--- config.mk ---
export PLATFORM = sky130hd
export DESIGN_NAME = regfile_wb_arbiter_flat
export DESIGN_NICKNAME = d
export VERILOG_FILES = /design/src/rtl/regfile_wb_arbiter_pkg.sv /design/src/rtl/regfile_wb_arbiter_if.sv /design/src/rtl/regfile_wb_arbiter_rr_arb2.sv /design/src/rtl/regfile_wb_arbiter.sv /design/src/flat_wrapper.sv
export SDC_FILE = /design/constraint.sdc
export NUM_CORES = 1
export LEC_CHECK = 0
export ABC_AREA = 1
export CAP_MARGIN = 20
export CORE_MARGIN = 3
export CORE_UTILIZATION = 49
export CTS_CLUSTER_DIAMETER = 150
export DETAILED_ROUTE_END_ITERATION = 8
export GPL_ROUTABILITY_DRIVEN = 0
export GPL_TIMING_DRIVEN = 1
export HOLD_SLACK_MARGIN = 0.03
export PLACE_DENSITY = 0.88
export SYNTH_ARGS = -nofsm -noshare
export SYNTH_HDL_FRONTEND = slang
export SYNTH_HIERARCHICAL = 1
export SYNTH_SLANG_ARGS = --single-unit
--- constraint.sdc ---
create_clock -name clock -period 4 [get_ports clock]
set_clock_uncertainty 0.2 [all_clocks]
set_input_delay 0.4 -clock clock [delete_from_list [all_inputs] [get_ports clock]]
set_output_delay 0.4 -clock clock [all_outputs]
set_load 0.01 [all_outputs]
--- src/rtl/regfile_wb_arbiter_pkg.sv ---
// Shared constants and state encoding for the register-file writeback arbiter.
package regfile_pkg;

  localparam int DATA_W   = 32;
  localparam int ADDR_W   = 5;
  localparam int NUM_REGS = 2 ** ADDR_W;
  localparam int CNT_W    = 16;

  // Two-state controller: clear the register file, then arbitrate writebacks.
  typedef logic [0:0] state_t;
  localparam state_t INIT = 1'b0;
  localparam state_t RUN  = 1'b1;

endpackage

--- src/rtl/regfile_wb_arbiter_if.sv ---
// Writeback bus: two request sources, the register-file write port and status.
interface regfile_wb_arbiter_if #(
  parameter int DATA_W = regfile_pkg::DATA_W,
  parameter int ADDR_W = regfile_pkg::ADDR_W,
  parameter int CNT_W  = regfile_pkg::CNT_W
);

  logic              s0_valid;
  logic [ADDR_W-1:0] s0_sel;
  logic [DATA_W-1:0] s0_data;
  logic              s0_ready;
  logic              s1_valid;
  logic [ADDR_W-1:0] s1_sel;
  logic [DATA_W-1:0] s1_data;
  logic              s1_ready;
  logic              wEn;
  logic [ADDR_W-1:0] write_sel;
  logic [DATA_W-1:0] write_data;
  logic              init_done;
  logic [CNT_W-1:0]  stall_cnt;

  modport master (
    output s0_valid, s0_sel, s0_data, s1_valid, s1_sel, s1_data,
    input  s0_ready, s1_ready, wEn, write_sel, write_data, init_done, stall_cnt
  );

  modport slave (
    input  s0_valid, s0_sel, s0_data, s1_valid, s1_sel, s1_data,
    output s0_ready, s1_ready, wEn, write_sel, write_data, init_done, stall_cnt
  );

endinterface

--- src/rtl/regfile_wb_arbiter_rr_arb2.sv ---
// Two-way round-robin arbiter; the loser of a contended cycle is favoured next time.
module rr_arb2 (
  input  logic       clock,
  input  logic       reset,
  input  logic [1:0] req,
  output logic [1:0] gnt,
  output logic       o_prio
);

  logic r_prio;

  assign gnt[0] = req[0] & (~req[1] | ~r_prio);
  assign gnt[1] = req[1] & (~req[0] |  r_prio);
  assign o_prio = r_prio;

  // Priority only moves when both sources contend; it then points at the loser.
  always_ff @(posedge clock) begin
    if (reset) begin
      r_prio <= 1'b0;
    end else if (&req) begin
      r_prio <= ~r_prio;
    end else begin
      r_prio <= r_prio;
    end
  end

endmodule

--- src/rtl/regfile_wb_arbiter.sv ---
// Clears registers 1..2**ADDR_W-1 after reset, then arbitrates ALU and load-unit
// writebacks onto a single registered register-file write port.
module regfile_wb_arbiter #(
  parameter int DATA_W = regfile_pkg::DATA_W,
  parameter int ADDR_W = regfile_pkg::ADDR_W,
  parameter int CNT_W  = regfile_pkg::CNT_W
) (
  input  logic                  clock,
  input  logic                  reset,
  regfile_wb_arbiter_if.slave   bus
);

  import regfile_pkg::*;

  state_t            r_state;
  logic [ADDR_W-1:0] r_cnt;
  logic              r_wen;
  logic [ADDR_W-1:0] r_wsel;
  logic [DATA_W-1:0] r_wdata;
  logic              r_init_done;
  logic [CNT_W-1:0]  r_stall;

  logic              w_run;
  logic [1:0]        w_req;
  logic [1:0]        w_gnt;
  logic              w_prio;
  logic              w_stall_evt;

  assign w_run = (r_state == RUN);
  // Gating requests with RUN keeps the arbiter's priority frozen during the clear.
  assign w_req = {bus.s1_valid, bus.s0_valid} & {2{w_run}};

  rr_arb2 u_arb (
    .clock  (clock),
    .reset  (reset),
    .req    (w_req),
    .gnt    (w_gnt),
    .o_prio (w_prio)
  );

  assign bus.s0_ready = w_run & (~bus.s1_valid | ~w_prio);
  assign bus.s1_ready = w_run & (~bus.s0_valid |  w_prio);
  assign w_stall_evt  = w_run & ((bus.s0_valid & ~bus.s0_ready) |
                                 (bus.s1_valid & ~bus.s1_ready));

  assign bus.wEn        = r_wen;
  assign bus.write_sel  = r_wsel;
  assign bus.write_data = r_wdata;
  assign bus.init_done  = r_init_done;
  assign bus.stall_cnt  = r_stall;

  // Clear sequence, then one registered write per accepted request; the clear
  // counter wraps to zero after the last register, which marks the end of INIT.
  always_ff @(posedge clock) begin
    if (reset) begin
      r_state     <= INIT;
      r_cnt       <= {{(ADDR_W-1){1'b0}}, 1'b1};
      r_wen       <= 1'b0;
      r_wsel      <= {ADDR_W{1'b0}};
      r_wdata     <= {DATA_W{1'b0}};
      r_init_done <= 1'b0;
      r_stall     <= {CNT_W{1'b0}};
    end else if (!w_run) begin
      if (r_cnt == {ADDR_W{1'b0}}) begin
        r_wen       <= 1'b0;
        r_init_done <= 1'b1;
        r_state     <= RUN;
      end else begin
        r_wen   <= 1'b1;
        r_wsel  <= r_cnt;
        r_wdata <= {DATA_W{1'b0}};
        r_cnt   <= r_cnt + {{(ADDR_W-1){1'b0}}, 1'b1};
      end
    end else begin
      // Writes to register 0 are accepted but dropped.
      if (w_gnt[0] && (bus.s0_sel != {ADDR_W{1'b0}})) begin
        r_wen   <= 1'b1;
        r_wsel  <= bus.s0_sel;
        r_wdata <= bus.s0_data;
      end else if (w_gnt[1] && (bus.s1_sel != {ADDR_W{1'b0}})) begin
        r_wen   <= 1'b1;
        r_wsel  <= bus.s1_sel;
        r_wdata <= bus.s1_data;
      end else begin
        r_wen <= 1'b0;
      end
      if (w_stall_evt && (r_stall != {CNT_W{1'b1}})) begin
        r_stall <= r_stall + {{(CNT_W-1){1'b0}}, 1'b1};
      end else begin
        r_stall <= r_stall;
      end
    end
  end

endmodule

--- src/flat_wrapper.sv ---
// flat-port wrapper written by rule: the top's interface ports become plain ports
module regfile_wb_arbiter_flat import regfile_pkg::*;
#(
  parameter int DATA_W = regfile_pkg::DATA_W,
  parameter int ADDR_W = regfile_pkg::ADDR_W,
  parameter int CNT_W  = regfile_pkg::CNT_W
)
  (clock, reset, bus_s0_valid, bus_s0_sel, bus_s0_data, bus_s1_valid, bus_s1_sel, bus_s1_data, bus_s0_ready, bus_s1_ready, bus_wEn, bus_write_sel, bus_write_data, bus_init_done, bus_stall_cnt);
  regfile_wb_arbiter_if #(.DATA_W(DATA_W), .ADDR_W(ADDR_W), .CNT_W(CNT_W)) bus_i ();
  input  logic clock;
  input  logic reset;
  input wire logic [$bits(bus_i.s0_valid)-1:0] bus_s0_valid;
  input wire logic [$bits(bus_i.s0_sel)-1:0] bus_s0_sel;
  input wire logic [$bits(bus_i.s0_data)-1:0] bus_s0_data;
  input wire logic [$bits(bus_i.s1_valid)-1:0] bus_s1_valid;
  input wire logic [$bits(bus_i.s1_sel)-1:0] bus_s1_sel;
  input wire logic [$bits(bus_i.s1_data)-1:0] bus_s1_data;
  output wire logic [$bits(bus_i.s0_ready)-1:0] bus_s0_ready;
  output wire logic [$bits(bus_i.s1_ready)-1:0] bus_s1_ready;
  output wire logic [$bits(bus_i.wEn)-1:0] bus_wEn;
  output wire logic [$bits(bus_i.write_sel)-1:0] bus_write_sel;
  output wire logic [$bits(bus_i.write_data)-1:0] bus_write_data;
  output wire logic [$bits(bus_i.init_done)-1:0] bus_init_done;
  output wire logic [$bits(bus_i.stall_cnt)-1:0] bus_stall_cnt;
  assign bus_i.s0_valid = bus_s0_valid;
  assign bus_i.s0_sel = bus_s0_sel;
  assign bus_i.s0_data = bus_s0_data;
  assign bus_i.s1_valid = bus_s1_valid;
  assign bus_i.s1_sel = bus_s1_sel;
  assign bus_i.s1_data = bus_s1_data;
  assign bus_s0_ready = bus_i.s0_ready;
  assign bus_s1_ready = bus_i.s1_ready;
  assign bus_wEn = bus_i.wEn;
  assign bus_write_sel = bus_i.write_sel;
  assign bus_write_data = bus_i.write_data;
  assign bus_init_done = bus_i.init_done;
  assign bus_stall_cnt = bus_i.stall_cnt;
  regfile_wb_arbiter #(.DATA_W(DATA_W), .ADDR_W(ADDR_W), .CNT_W(CNT_W)) u_core (.clock(clock), .reset(reset), .bus(bus_i));
endmodule
==> results.sh, run 1 <==
export IMPL_fmax_mhz=366
export IMPL_routed_via_density=5.01
export IMPL_drive_above_1_share_pct=4.64
export IMPL_grt_pass1_wl_mm=17.8
export IMPL_fin_crit_ns=2.74
export IMPL_wl_met2_mm=5.13
export IMPL_path_class="in2reg"
export IMPL_final_setup_viol_count=0
export IMPL_cts_hold_buf=0
export IMPL_relSlewSlack_pct=33.5
export IMPL_final_hold_viol_count=0
export IMPL_grt_remaining_overflow=0
export IMPL_path_clk_slew_ns=0.07
export IMPL_rsz0062_at_grt="false"
export IMPL_power_density_nw_per_um2=571
export IMPL_hold_end="u_core/bus.init_done$_SDFFE_PP0P_"
export IMPL_core_sq_um=7020
export IMPL_ioPinCount=135
export IMPL_hold_path_startpoint="u_core/bus.init_done$_SDFFE_PP0P_"
export IMPL_nNetsFinal=809
export IMPL_dieWidth_microns=92.5
export IMPL_rr_startpoint="u_core/r_state$_SDFF_PP0_"
export IMPL_period_share_pct=68.4
export IMPL_ff2ff_setup_slack_ns=1.45
export IMPL_r2r_cells=9
export IMPL_cts_max_level=3
export IMPL_pre_cts_ws_ns=0.980
export IMPL_tns_ns=0
export IMPL_ctsResizeCount=0
export IMPL_die_height_microns=92.5
export IMPL_drv_cap=0
export IMPL_finalWorstSetupSlack_ns=1.26
export IMPL_crit_fanout=58
export IMPL_cts_buffers=9
export IMPL_drc=0
export IMPL_n_antenna_cell=0
export IMPL_stdcell_count=829
export IMPL_drtPass1Iterations=5
export IMPL_start_util_pct=52.3
export IMPL_highest_layer="met4"
export IMPL_met1_length_mm=4.81
export IMPL_cp_data_required_time_ns=4.04
export IMPL_ir_drop_v=0.000443
export IMPL_antenna_found_initial=0
export IMPL_syn_area_sq_um=3670
export IMPL_syn_inst=608
export IMPL_worst_pin_slew_ns=0.994
export IMPL_fp_row_count=30
export IMPL_dp_cells=813
export IMPL_final_util_pct=74.2
export IMPL_grt_max_degree=59
export IMPL_total_power_mw=2.97
export IMPL_drtIter0Drc=272
export IMPL_dp_hpwl_mm=7.80
export IMPL_route_met3_wl_mm=1.01
export IMPL_dieArea_sq_um=8560
export IMPL_r2r_end="u_core/bus.write_data[22]$_SDFFE_PP0P_"
export IMPL_critPathLaunchType="input pin"
export IMPL_area_delta_synth_final_pct=42.0
export IMPL_cp_end_kind="flip-flop"
export IMPL_hold_path_depth=2
export IMPL_root_buffer="clkbuf_8"
export IMPL_vias=4153
export IMPL_leakage_nw=2.11
export IMPL_wire_per_inst_microns=13.4
export IMPL_drv_slew=0
export IMPL_seq_area_frac_synth_pct=33.8
export IMPL_track_usage_pct=25.5
export IMPL_yosys_warnings=6
export IMPL_synth_cell_types=30
export IMPL_clk_latency_ns=0.35
export IMPL_cts_max_path_buffers=2
export IMPL_grt_pass1_vias=3863
export IMPL_cts_tree="built"
export IMPL_ant_nets=0
export IMPL_syn_avg_cell_area_sq_um=6.03
export IMPL_clkSinkCount=62
export IMPL_syn_nets=689
export IMPL_portBuffers=134
export IMPL_synth_seq_cells=62
export IMPL_hold_class="reg2reg"
export IMPL_routed_wl_mm=11.1
export IMPL_arrival_ns=2.78
export IMPL_post_cts_buffers=0
export IMPL_outcome="finished clean"
[registers in the layout (all words and copies together) (netlist names)]
name,count
u_core/bus.init_done,1
u_core/bus.write_data,32
u_core/bus.write_sel,5
u_core/r_state,1
u_core/bus.wEn,1
u_core/u_arb/o_prio,1
u_core/r_cnt,5
u_core/bus.stall_cnt,16
[how the worst max path moves through the flow]
stage | to | slack (ns) | start | cells past startpoint
finish | u_core/bus.write_data[22]$_SDFFE_PP0P_ | 1.26 | bus_s1_valid | 10
global route | u_core/bus.write_data[3]$_SDFFE_PP0P_ | 1.06 | bus_s1_valid | 9
CTS | bus_s0_ready | 1.29 | u_core/r_state$_SDFF_PP0_ | 4
detailed placement | u_core/bus.write_data[14]$_SDFFE_PP0P_ | 0.98 | bus_s1_valid | 10
global placement | u_core/bus.write_sel[4]$_SDFFE_PP0P_ | 1.08 | bus_s1_valid | 10
floorplan | u_core/bus.write_data[22]$_SDFFE_PP0P_ | 1.88 | u_core/r_state$_SDFF_PP0_ | 14
[logic make-up (layout without fill, tap and decap cells)]
family	after synthesis	after routing	synth area share [%]
simple gates	403	403	46.8
buf+inv	94	219	11.2
flops	62	62	33.8
compound gates	40	40	5.76
xor+xnor	6	6	1.43
fa+ha+maj	3	3	1.02
[metrics by stage]
step,area (sq um),hold WS (ns)
global route,5210,0.283
detailed placement,5000,0.244
finish,5210,0.256
floorplan,3670,0.258
CTS,5210,0.258
global placement,5000,0.239
[final cells by class]
type	count	area, sq um
Clock buffer	11	151
Clock inverter	5	57.6
Fill cell	560	1810
Inverter	64	240
Multi-Input combinational cell	452	2020
Sequential cell	62	1240
Tap cell	96	120
Timing Repair Buffer	139	1380
[metal layers]
layer  GRT usage [%]  up-vias
li1                -     2102
met4            8.17        0
met3            6.58       18
met1            31.3     1859
met5               0        -
met2            43.4      174
[synthesized netlist by cell type]
| master | count | area [sq um] |
|---|---|---|
| nand3b_1 | 24 | 180 |
| xor2_1 | 4 | 35.0 |
| buf_6 | 4 | 45.0 |
| buf_2 | 4 | 20.0 |
| a211oi_1 | 1 | 7.51 |
| inv_2 | 2 | 7.51 |
| o21ai_1 | 1 | 5.00 |
| nand2_2 | 2 | 12.5 |
| nand3_4 | 1 | 17.5 |
| ha_1 | 3 | 37.5 |
| buf_1 | 1 | 3.75 |
| nand4_1 | 5 | 31.3 |
| clkbuf_1 | 15 | 56.3 |
| clkinv_1 | 1 | 3.75 |
| nor2_2 | 5 | 31.3 |
| a31oi_1 | 1 | 6.26 |
| dfxtp_1 | 62 | 1240 |
| a21boi_1 | 2 | 15.0 |
| nand3_1 | 34 | 170 |
| nand2_1 | 177 | 664 |
| nor2_1 | 151 | 567 |
| inv_1 | 61 | 229 |
| o21ai_0 | 7 | 35.0 |
| buf_4 | 6 | 45.0 |
| o211ai_1 | 1 | 7.51 |
| nor3_1 | 2 | 10.0 |
| a21oi_1 | 27 | 135 |
| nand3_2 | 1 | 10.0 |
| xnor2_1 | 2 | 17.5 |
| nand4_4 | 1 | 21.3 |
[placed cells by master, fill, tap and decap left out]
| master | netlist | layout |
|---|---|---|
| clkinv_1 | 1 | 1 |
| clkdlybuf4s50_1 | 0 | 134 |
| xor2_1 | 4 | 4 |
| nand2_2 | 2 | 2 |
| a21boi_1 | 2 | 1 |
| nand3b_1 | 24 | 24 |
| nand4_1 | 5 | 5 |
| nor3_1 | 2 | 2 |
| xnor2_1 | 2 | 2 |
| a31oi_1 | 1 | 1 |
| nand3_2 | 1 | 1 |
| nor2_1 | 151 | 151 |
| clkbuf_8 | 0 | 11 |
| inv_2 | 2 | 2 |
| o21ai_1 | 1 | 1 |
| a211oi_1 | 1 | 1 |
| nand2_1 | 177 | 177 |
| a21boi_2 | 0 | 1 |
| nor2_2 | 5 | 5 |
| inv_1 | 61 | 61 |
| bufinv_16 | 0 | 1 |
| o211ai_1 | 1 | 1 |
| nand3_1 | 34 | 34 |
| dfxtp_1 | 62 | 62 |
| buf_4 | 6 | 5 |
| clkinvlp_4 | 0 | 3 |
| a21oi_1 | 27 | 27 |
| nand4_4 | 1 | 1 |
| o21ai_0 | 7 | 7 |
| clkinv_2 | 0 | 1 |
| ha_1 | 3 | 3 |
| nand3_4 | 1 | 1 |
[where the power goes]
group          switching (mW)  internal, mW  total [mW]  leakage (nW)
Clock                   0.255         0.320       0.575        0.0976
Sequential              0.101         0.795       0.895         0.506
Combinational           0.848         0.655        1.50          1.51
Total                    1.20          1.77        2.97          2.11
[critical path: stages]
cell and delay, ns:
clkdlybuf4s50_1 0.49, nand2_1 0.09, inv_1 0.13, a21boi_2 0.08
nand2_2 0.32, nand3_4 0.17, nand2_2 0.75, nand2_1 0.15
nand2_1 0.12, nor2_1 0.05
(Power assumes the default switching activity.)
==> run 2, diff against run 1 <==
Settings changed: CORE_UTILIZATION 49 to 41, PLACE_DENSITY 0.88 to 0.79.
Clock period 4 ns to 2.5 ns, I/O delays scaled along.
==> results.sh, run 2 (synthesis gave the netlist of run 1 again) <==
export IMPL_dp_hpwl_mm=7.94
export IMPL_clk_latency_ns=0.33
export IMPL_drtIter0Drc=194
export IMPL_arrival_ns=2.32
export IMPL_vias=4132
export IMPL_area_delta_synth_final_pct=43.9
export IMPL_post_cts_buffers=0
export IMPL_drv_cap=0
export IMPL_cts_max_path_buffers=2
export IMPL_routed_wl_mm=11.0
export IMPL_n_antenna_cell=0
export IMPL_cp_data_required_time_ns=2.55
export IMPL_grt_max_degree=59
export IMPL_hold_path_depth=2
export IMPL_critPathLaunchType="flip-flop"
export IMPL_wire_per_inst_microns=13.1
export IMPL_track_usage_pct=21.7
export IMPL_drive_above_1_share_pct=5.01
export IMPL_ctsResizeCount=0
export IMPL_grt_pass1_vias=3952
export IMPL_fin_crit_ns=2.27
export IMPL_clkSinkCount=62
export IMPL_leakage_nw=2.15
export IMPL_hold_class="reg2reg"
export IMPL_ant_nets=0
export IMPL_drv_slew=0
export IMPL_final_setup_viol_count=0
export IMPL_hold_path_startpoint="u_core/bus.write_data[0]$_SDFFE_PP0P_"
export IMPL_cp_end_kind="flip-flop"
export IMPL_drc=0
export IMPL_path_class="reg2reg"
export IMPL_period_share_pct=90.7
export IMPL_dieArea_sq_um=10100
export IMPL_outcome="finished clean"
export IMPL_cts_tree="built"
export IMPL_fillerInstances=792
export IMPL_power_density_nw_per_um2=916
export IMPL_final_util_pct=62.4
export IMPL_final_common_cell="nand2_1"
export IMPL_drtPass1Iterations=5
export IMPL_cts_hold_buf=0
export IMPL_crit_fanout=11
export IMPL_portBuffers=134
export IMPL_start_util_pct=43.3
export IMPL_grt_pass1_wl_mm=17.8
export IMPL_ir_drop_v=0.000630
export IMPL_relSlewSlack_pct=42.6
export IMPL_root_buffer="clkbuf_8"
export IMPL_cts_max_level=3
export IMPL_largest_register_ffs=32
export IMPL_r2r_cells=7
export IMPL_fp_row_count=33
export IMPL_die_height_microns=101
export IMPL_rr_startpoint="u_core/bus.stall_cnt[0]$_SDFFE_PP0P_"
export IMPL_rsz0062_at_grt="false"
export IMPL_final_hold_viol_count=0
export IMPL_routed_via_density=4.90
export IMPL_layout_common_cells="nand2_1, nor2_1, clkdlybuf4s50_1, dfxtp_1, inv_1"
export IMPL_pre_cts_ws_ns=0.243
export IMPL_worst_pin_slew_ns=0.855
export IMPL_fmax_mhz=441
export IMPL_grt_remaining_overflow=0
export IMPL_antenna_found_initial=0
export IMPL_dieWidth_microns=101
export IMPL_nNetsFinal=814
export IMPL_path_clk_slew_ns=0.07
export IMPL_cts_buffers=9
export IMPL_ff2ff_setup_slack_ns=0.23
export IMPL_tns_ns=0
export IMPL_ioPinCount=135
export IMPL_finalWorstSetupSlack_ns=0.234
export IMPL_core_sq_um=8460
export IMPL_r2r_end="u_core/bus.stall_cnt[3]$_SDFFE_PP0P_"
export IMPL_hold_end="u_core/bus.write_data[0]$_SDFFE_PP0P_"
[run 2: cell count changes in the layout (fill, tap and decap cells not counted)]
cell,before,now
buf_12,0,1
buf_4,5,9
bufinv_16,1,2
clkbuf_1,0,2
clkbuf_8,11,10
clkinv_2,1,2
clkinvlp_4,3,0
[run 2: cell type report]
type,count,area (sq um),area share [%]
flip-flops and latches,62,1240,23.5
clock inverters,4,70.1,1.33
repair buffers,144,1430,27.1
well taps,105,131,2.49
clock buffers,12,145,2.75
inverters,64,240,4.55
multi-input cells,452,2020,38.3
[run 2: per-layer routing]
metal	track usage (%)	up-vias	share of wire (%)
met3	5.81	12	8.2
met5	0	-	0
met2	37.1	155	47
li1	-	2113	-
met4	4.97	0	0.94
met1	27.2	1852	44
[run 2: worst max path at each step]
stage	startpoint	to	slack (ns)	cells past startpoint
finish	u_core/bus.stall_cnt[0]$_SDFFE_PP0P_	u_core/bus.stall_cnt[3]$_SDFFE_PP0P_	0.23	7
floorplan	u_core/r_state$_SDFF_PP0_	u_core/bus.write_data[22]$_SDFFE_PP0P_	0.38	14
CTS	u_core/bus.stall_cnt[0]$_SDFFE_PP0P_	u_core/bus.stall_cnt[3]$_SDFFE_PP0P_	0.27	7
global placement	bus_s0_valid	u_core/bus.write_data[12]$_SDFFE_PP0P_	0.30	10
detailed placement	bus_s0_valid	u_core/bus.write_data[18]$_SDFFE_PP0P_	0.24	10
global route	u_core/bus.stall_cnt[0]$_SDFFE_PP0P_	u_core/bus.stall_cnt[3]$_SDFFE_PP0P_	0.02	7
[run 2: through the flow]
stage	power, mW	cell area, sq um	hold slack [ns]	cells
CTS	4.87	5280	0.263	843
finish	4.84	5280	0.264	843
floorplan	2.98	3670	0.194	608
global placement	3.81	5060	0.250	827
detailed placement	3.89	5060	0.249	827
global route	5.25	5280	0.271	843
[run 2: report_power, final]
part	total [mW]	internal, mW	switching [mW]
logic	2.44	1.09	1.35
clock network	0.970	0.586	0.384
registers	1.43	1.27	0.157
total	4.84	2.95	1.89
[run 2: critical path, stage by stage, from the launching register on]
cell and delay (ns):
dfxtp_1 0.40, ha_1 0.23, nand3_1 0.12, inv_1 0.11
nand2_1 0.09, o21ai_1 0.69, nand2_1 0.13, a21oi_1 0.20
==> run 3, diff against run 2 <==
Settings changed: ABC_CLOCK_PERIOD_IN_PS set to 2500, SETUP_SLACK_MARGIN set to 0.5.
==> results.sh, run 3 (synthesis gave the netlist of run 1 again) <==
export IMPL_clkSinkCount=62
export IMPL_nNetsFinal=815
export IMPL_cts_max_level=3
export IMPL_drtPass1Iterations=5
export IMPL_ant_nets=0
export IMPL_pre_cts_ws_ns=0.172
export IMPL_crit_fanout=29
export IMPL_ioPinCount=135
export IMPL_core_sq_um=8460
export IMPL_cp_data_required_time_ns=2.53
export IMPL_largest_register_ffs=32
export IMPL_antenna_found_initial=0
export IMPL_cts_max_path_buffers=2
export IMPL_finalWorstSetupSlack_ns=0.590
export IMPL_fp_row_count=33
export IMPL_ff2ff_setup_slack_ns=0.69
export IMPL_final_setup_viol_count=0
export IMPL_final_util_pct=62.4
export IMPL_drtIter0Drc=259
export IMPL_area_delta_synth_final_pct=43.9
export IMPL_final_cell_area_sq_um=5280
export IMPL_fmax_mhz=523
export IMPL_root_buffer="clkbuf_8"
export IMPL_portBuffers=134
export IMPL_clk_latency_ns=0.33
export IMPL_period_share_pct=76.4
export IMPL_hold_end="u_core/bus.init_done$_SDFFE_PP0P_"
export IMPL_relSlewSlack_pct=69.3
export IMPL_fin_crit_ns=1.91
export IMPL_final_common_cell="nand2_1"
export IMPL_stdcell_count=843
export IMPL_dpl_instance_area_sq_um=5070
export IMPL_drv_slew=0
export IMPL_dp_hpwl_mm=7.66
export IMPL_grt_max_degree=59
export IMPL_cts_tree="built"
export IMPL_grt_pass1_wl_mm=17.5
export IMPL_outcome="finished clean"
export IMPL_worst_pin_slew_ns=0.458
export IMPL_post_cts_buffers=0
export IMPL_grt_pass1_vias=3842
export IMPL_cp_end_kind="flip-flop"
export IMPL_n_antenna_cell=0
export IMPL_r2r_cells=11
export IMPL_hold_path_depth=2
export IMPL_dp_cells=827
export IMPL_dieWidth_microns=101
export IMPL_critPathLaunchType="input pin"
export IMPL_final_hold_viol_count=0
export IMPL_total_power_mw=4.69
export IMPL_cts_buffers=9
export IMPL_power_density_nw_per_um2=888
export IMPL_path_clk_slew_ns=0.07
export IMPL_routed_wl_mm=10.9
export IMPL_drv_cap=0
export IMPL_holdWs_ns=0.256
export IMPL_path_class="in2reg"
export IMPL_hold_class="reg2reg"
export IMPL_rr_startpoint="u_core/bus.stall_cnt[0]$_SDFFE_PP0P_"
export IMPL_ir_drop_v=0.000466
export IMPL_drive_above_1_share_pct=5.96
export IMPL_layout_common_cells="nand2_1, nor2_1, clkdlybuf4s50_1, inv_1, dfxtp_1"
export IMPL_start_util_pct=43.3
export IMPL_grt_remaining_overflow=0
export IMPL_rsz0062_at_grt="false"
export IMPL_wire_per_inst_microns=12.9
export IMPL_r2r_end="u_core/bus.stall_cnt[9]$_SDFFE_PP0P_"
export IMPL_tns_ns=0
export IMPL_track_usage_pct=21.0
export IMPL_hold_path_startpoint="u_core/bus.init_done$_SDFFE_PP0P_"
export IMPL_die_height_microns=101
export IMPL_vias=4098
export IMPL_routed_via_density=4.86
export IMPL_arrival_ns=1.94
export IMPL_leakage_nw=2.15
export IMPL_dieArea_sq_um=10100
export IMPL_drc=0
==> run 3: how the worst max path moves through the flow <==
stage | start | end | slack (ns) | cells past startpoint
5_1_grt | bus_s0_valid | u_core/bus.write_data[21]$_SDFFE_PP0P_ | 0.50 | 10
3_3_place_gp | bus_s0_valid | u_core/bus.write_data[10]$_SDFFE_PP0P_ | 0.25 | 10
2_1_floorplan | u_core/r_state$_SDFF_PP0_ | u_core/bus.write_data[22]$_SDFFE_PP0P_ | 0.51 | 14
6_report | bus_s0_valid | u_core/bus.write_data[23]$_SDFFE_PP0P_ | 0.59 | 10
4_1_cts | bus_s0_valid | u_core/bus.write_data[26]$_SDFFE_PP0P_ | 0.53 | 10
3_5_place_dp | bus_s0_valid | u_core/bus.write_data[26]$_SDFFE_PP0P_ | 0.17 | 10
==> run 3: layer usage <==
layer,GRT usage (%),part of all wire [%],wire length [microns]
met1,27.5,44,4830
met3,3.53,7.3,801
met4,6.63,0.55,60
met2,35.2,48,5220
met5,0,0,0
==> run 3: area by class of cell <==
| class | count | area (sq um) |
|---|---|---|
| Sequential cell | 62 | 1250 |
| Timing Repair Buffer | 145 | 1470 |
| Fill cell | 760 | 3190 |
| Inverter | 64 | 243 |
| Clock buffer | 10 | 128 |
| Tap cell | 105 | 131 |
| Multi-Input combinational cell | 452 | 2040 |
| Clock inverter | 5 | 27.5 |
==> run 3: critical path, cell delays in order <==
cell and delay [ns]:
clkdlybuf4s50_1 0.51, nand2_1 0.07, inv_1 0.11, a21boi_4 0.25, nand2_4 0.13, nand3_4 0.11
nand2_2 0.11, clkbuf_16 0.22, nor2_1 0.13, nor2_1 0.06
==> run 3: what timing repair did <==
item	4_1_cts	5_1_grt
resized for setup	3	10
hold endpoints to repair	0	0
endpoints found under the setup margin	2	37
cloned	0	1
hold buffers	0	0
==> run 3: power breakdown <==
| group | internal (mW) | leakage, nW | switching, mW |
|---|---|---|---|
| clock | 0.347 | 0.0817 | 0.380 |
| sequential | 1.27 | 0.508 | 0.155 |
| combinational | 1.14 | 1.56 | 1.39 |
| total | 2.76 | 2.15 | 1.93 |
